$ cat src/rtl/ysyx_23060203_ifu.sv
// Instruction fetch unit: one outstanding 32-bit read, valid/ready toward decode, redirect from execute.
// Optional misaligned-fetch trapping is enabled by defining YSYX_23060203_IFU_MISALIGN_EN.
module ysyx_23060203_ifu #(
    parameter logic [31:0] RESET_PC = 32'h8000_0000
) (
    input  logic        clk,
    input  logic        rst,
    output logic        mem_req_valid,
    input  logic        mem_req_ready,
    output logic [31:0] mem_req_addr,
    input  logic        mem_resp_valid,
    input  logic [31:0] mem_resp_data,
    input  logic        mem_resp_err,
    output logic        out_valid,
    input  logic        out_ready,
    output logic [31:0] out_inst,
    output logic [31:0] out_pc,
    output logic        out_err,
    output logic        out_misalign,
    input  logic        redirect_valid,
    input  logic [31:0] redirect_pc
);

    typedef enum logic [1:0] {IDLE, REQ, WAIT, HOLD} state_t;

    state_t      state_q, state_d;
    logic [31:0] pc_q, pc_d;
    logic        kill_q, kill_d;
    logic [31:0] inst_q, inst_d;
    logic        err_q, err_d;
    logic        mis_q, mis_d;
    logic        misaligned;

`ifdef YSYX_23060203_IFU_MISALIGN_EN
    assign misaligned = (pc_q[1:0] != 2'b00);
`else
    assign misaligned = 1'b0;
`endif

    always_ff @(posedge clk) begin
        if (rst) begin
            state_q <= IDLE;
            pc_q    <= RESET_PC;
            kill_q  <= 1'b0;
            inst_q  <= 32'd0;
            err_q   <= 1'b0;
            mis_q   <= 1'b0;
        end else begin
            state_q <= state_d;
            pc_q    <= pc_d;
            kill_q  <= kill_d;
            inst_q  <= inst_d;
            err_q   <= err_d;
            mis_q   <= mis_d;
        end
    end

    always_comb begin
        state_d       = state_q;
        pc_d          = pc_q;
        kill_d        = kill_q;
        inst_d        = inst_q;
        err_d         = err_q;
        mis_d         = mis_q;
        mem_req_valid = 1'b0;
        out_valid     = 1'b0;
        unique case (state_q)
            IDLE: begin
                state_d = REQ;
                if (redirect_valid) pc_d = redirect_pc;
            end
            REQ: begin
                if (misaligned) begin
                    // No bus traffic; a NOP stands in for the faulting word.
                    if (redirect_valid) begin
                        pc_d = redirect_pc;
                    end else begin
                        state_d = HOLD;
                        mis_d   = 1'b1;
                        inst_d  = 32'h0000_0013;
                        err_d   = 1'b0;
                    end
                end else begin
                    mem_req_valid = 1'b1;
                    if (redirect_valid) begin
                        pc_d = redirect_pc;
                        if (mem_req_ready) begin
                            state_d = WAIT;
                            kill_d  = 1'b1;
                        end
                    end else if (mem_req_ready) begin
                        state_d = WAIT;
                    end
                end
            end
            WAIT: begin
                if (redirect_valid) begin
                    pc_d = redirect_pc;
                    if (mem_resp_valid) begin
                        kill_d  = 1'b0;
                        state_d = REQ;
                    end else begin
                        kill_d = 1'b1;
                    end
                end else if (mem_resp_valid) begin
                    if (kill_q) begin
                        kill_d  = 1'b0;
                        state_d = REQ;
                    end else begin
                        inst_d  = mem_resp_data;
                        err_d   = mem_resp_err;
                        state_d = HOLD;
                    end
                end
            end
            HOLD: begin
                out_valid = ~redirect_valid;
                if (redirect_valid) begin
                    pc_d    = redirect_pc;
                    mis_d   = 1'b0;
                    state_d = REQ;
                end else if (out_ready) begin
                    pc_d    = pc_q + 32'd4;
                    mis_d   = 1'b0;
                    state_d = REQ;
                end
            end
            default: state_d = IDLE;
        endcase
    end

    assign mem_req_addr = pc_q;
    assign out_inst     = inst_q;
    assign out_pc       = pc_q;
    assign out_err      = err_q;
`ifdef YSYX_23060203_IFU_MISALIGN_EN
    assign out_misalign = mis_q;
`else
    assign out_misalign = 1'b0;
`endif

endmodule

$ cat config.mk
export PLATFORM = sky130hd
export DESIGN_NAME = ysyx_23060203_ifu
export DESIGN_NICKNAME = d
export VERILOG_FILES = /design/src/rtl/ysyx_23060203_ifu.sv
export SDC_FILE = /design/constraint.sdc
export NUM_CORES = 1
export LEC_CHECK = 0
export BUFFER_PORTS_ARGS = -buffer_cell sky130_fd_sc_hd__buf_2
export CAP_MARGIN = 20
export CORE_ASPECT_RATIO = 0.7
export CORE_UTILIZATION = 47
export DETAILED_ROUTE_END_ITERATION = 8
export PLACE_DENSITY = 0.92
export RECOVER_POWER = 25
export SETUP_SLACK_MARGIN = 0.1
export SYNTH_ARGS = -nofsm -noshare
export SYNTH_HDL_FRONTEND = slang
export SYNTH_SLANG_ARGS = --single-unit
$ cat constraint.sdc
create_clock -name clk -period 2 [get_ports clk]
set_input_delay 0.1 -clock clk [delete_from_list [all_inputs] [get_ports clk]]
set_output_delay 0.1 -clock clk [all_outputs]
set_load 0.01 [all_outputs]
==> metrics.md <==
| Metric | Value |
|---|---|
| H-tree lvl count | 3 |
| MaxCap Viol Count | 0 |
| Crit. End Element | register |
| Reg2Reg Setup Slack | ~0.12 ns |
| Critical Path Source | mem_req_addr[11] |
| Pre-CTS setup slack | between 0.02 and 0.03 ns |
| IO buf count | about 170 |
| Actual slew at the worst max-slew pin | 0.659 ns |
| Max clock buf depth | 2 |
| Crit-path slowest cell | dfxtp_1 |
| Cts bufs inserted | 9 |
| Max VDD drop | a little over 500 uV |
| Unrepaired setup endpoints after global routing | true |
| Flop pwr share | a little under half |
| Final min period | about 1.9 ns |
| Drt wl/cell | about 17 um |
| NetSw | 925 uW |
| Logic pwr share | between 15 and 20% |
| Worst path bufs/invs | 0 |
| Initial Utilization | 49.5% |
| Worst setup SP type | register |
| Net Sw Frac | 29.2% |
| Fin. Hold Viols | 0 |
| Cell Rows | 26 |
| CP delay by family, top | simple AND/OR/NAND/NOR gates |
| Clk_skew | slightly above 0.007 ns |
| Diode count | 0 |
| Worst setup endpoint | mem_req_addr[21] |
| Die Wd | 108 um |
| Vias/cell | between 5 and 6 |
| Worst relative slew slack | between 50% and 60% |
| Area leader, netlist | dfxtp_1 |
| CP max stage delay | about 0.45 ns |
| Req. time, crit path | approximately 2.2 ns |
| Reg-to-reg critical path startpoint | mem_req_addr[11] |
| CP Cell Sequence | nand4_1 > nor4_4 > nand3_1 > and3_1 > or3_1 |
| Cells after synthesis | approximately 480 |
| Total negative slack | 0 ns |
| Worst path depth | 5 |
| GPL Wtd Cong | 0.896 |
| Run status | completed |
| Clock Latency Late Sink | 0.34 ns |
| Total GRT Usage | between 30% and 40% |
| Clk network pwr share | between 30% and 40% |
| Pin count of the biggest net entering global routing | 47 |
| Vias | ~4400 |
| Antenna-violating nets left | 0 |
| Min-delay worst type | input pin to register |
| Power per cell area | ~630 mW/mm^2 |
| Vias in the first global route | approximately 4100 |
| Crit Path Max Fanout | 5 |
| Die ar. | between 0.008 and 0.009 mm^2 |
| Cell Area, Synth | between 0.003 and 0.004 mm^2 |
| Total wire length | around 13000 um |
| Setup CP Type | register to register |
| GR Overflow Total | 0 |
| First-pass GRT wire length | roughly 20000 um |
| CTS sink count | roughly 70 |
| Layout cells sized above 1 | a little under a third |
| Mapped Nets | 553 |
| Post-Place Cell Area | between 0.004 and 0.005 mm^2 |
| Post-synth cell types | 55 |
| Total power | between 3 and 4 mW |
| Fin crit share | 93.8% |
| Clk Tree Root Cell | clkbuf_8 |
| Reg clk slew, reported paths | 0.08 ns |
| LEAKAGE | between 2 and 2.5 nW |
| Die height | between 70 and 80 um |
| CTS tree | yes |
| Area Growth Syn to Fin | 37.2% |
| Initial antenna violation count | 0 |
| Top cells by area, synth | dfxtp_1 (37%), nand2_1 (10%), a21oi_1 (7.5%) |
| Cell internal pwr | roughly 2.2 mW |
| Post-synthesis sequential area ratio | approximately 37% |
| Slew Limit Fails | 0 |
| Detail Placement HPWL | about 8500 um |
| Yosys warns | 0 |
| Drt first pass iters | 6 |
| R2r worst-path depth | 5 |
| Setup violations, final | 0 |
| Syn avg cell area | between 7 and 8 um^2 |
| Top-level port count | roughly 170 |
| Worst setup margin | 0.123 ns |
| Iter 0 DRT Violations | 387 |
| Final nets | between 700 and 800 |
| Yosys top cell area share | ~37% |
| WP data arrival | between 2 and 2.5 ns |
| WHS | around 0.0077 ns |
| Worst hold path depth | 3 |
| Fmax | between 500 and 600 MHz |
| # DRC | 0 |
| Yosys reg bits | 68 |
| Post-route cell area | approximately 0.0050 mm^2 |
| RR Endpoint | mem_req_addr[21] |
| Core area | between 0.007 and 0.008 mm^2 |
==> registers in the layout, indices dropped and copies added, names as in the netlist <==
name / cells
out_inst: 32
out_err: 1
mem_req_addr: 32
state_q: 2
kill_q: 1
==> how the worst min path moves through the flow <==
stage,endpoint,from,slack [ns]
5_1_grt,out_inst[5],mem_resp_data[5],0.01
3_3_place_gp,out_inst[23],mem_resp_data[23],0.34
4_1_cts,out_inst[29],mem_resp_data[29],0.003
6_report,out_inst[29],mem_resp_data[29],0.008
2_1_floorplan,mem_req_addr[25],redirect_pc[25],0.23
3_5_place_dp,out_inst[23],mem_resp_data[23],0.35
==> metrics by stage <==
step | util [%] | cells
finish | 67.9 | 758
global route | 67.9 | 758
CTS | 67.5 | 755
detailed placement | 60.2 | 707
global placement | 60.2 | 707
floorplan | - | 477
==> layer usage <==
layer	GRT usage (%)	share of wire (%)	wire length (um)
met5	0	0	0
met4	15.8	4.1	511
met3	9.38	8.9	1110
met2	50.5	49	6130
met1	36.0	38	4770
==> worst min-delay path, stage by stage <==
cell and delay [ns]:
buf_2 0.10, nand2_1 0.05, a21oi_1 0.06
==> power groups by stage <==
stage | registers (mW) | clock network, mW | logic, mW
finish | 1.49 | 1.14 | 0.528
global route | 1.50 | 1.21 | 0.575
global placement | 1.51 | 0 | 0.458
floorplan | 1.53 | 0 | 0.268
CTS | 1.48 | 1.17 | 0.514
detailed placement | 1.52 | 0 | 0.466
==> placed cells by master, fill, tap and decap left out, types with 3 or more instances in the layout <==
cell           synthesis  final
nand4_1                7      7
clkinv_4               0      3
clkbuf_8               1      9
nor2_1                32     31
ha_1                   5      3
clkbuf_1              17     38
inv_1                  6      6
a22o_1                 3      3
mux2i_1                4      4
o211ai_1               7      7
a2bb2oi_1              4      4
or4_1                  3      3
o21ai_0               13     13
a31oi_1                5      5
buf_4                 33     26
nand2_1              100    100
and3_1                 4      4
nand3_1               28     28
a21oi_1               55     55
nor4_4                 2      5
dlygate4sd3_1          0     29
or3_1                  4      4
nor3_1                10      9
a21o_1                 5      5
dfxtp_2                0     10
buf_2                  3    131
a22oi_1                6      6
nor4_1                 9      7
dfxtp_1               68     57
==> area by class of cell <==
cell class,instances,area [um^2]
tap,98,123
clock inverter,7,76.3
inverter,7,31.3
sequential,68,1380
clock buffer,9,124
timing repair buffer,225,1300
multi-input combinational,344,2000
fill,620,2380
==> kinds of logic after synthesis <==
logic type / count (synthesis) / synth area share [%]
and+or+nand+nor: 221 / 30.6
AOI/OAI and AO/OA: 113 / 19.0
DFF: 68 / 37.1
buffers and inverters: 65 / 10.4
adders and majority gates: 5 / 1.70
muxes: 4 / 1.09
other: 1 / 0.102
==> synthesized netlist by cell type, drive strengths merged <==
cell type	number
or2	1
o31ai	2
inv	6
a22o	3
a21o	6
conb	1
and3b	1
clkbuf	18
a2bb2oi	4
a21oi	56
nand4	9
nand3	30
ha	5
a31oi	5
a311o	2
o211ai	7
o21a	1
nand2b	3
o21ai	13
and4	4
nor4	14
clkinv	1
nand2	101
mux2i	4
a41o	1
nor3	10
or4	3
o22ai	2
a31o	1
and3	5
nand3b	2
nor2	32
a211oi	1
a32o	2
or3	5
a22oi	6
buf	40
dfxtp	68
nand4b	1
a311oi	1
==> timing repair <==
| action | 4_1_cts | 5_1_grt |
|---|---|---|
| setup buffers | 3 | 3 |
| endpoints found under the hold margin | 29 | 0 |
| hold buffers | 29 | 0 |
| resized for setup | 5 | 19 |
| endpoints found under the setup margin | 4 | 16 |
| pin swaps | 3 | 1 |
No activity file was read; power rests on OpenSTA's default activity.
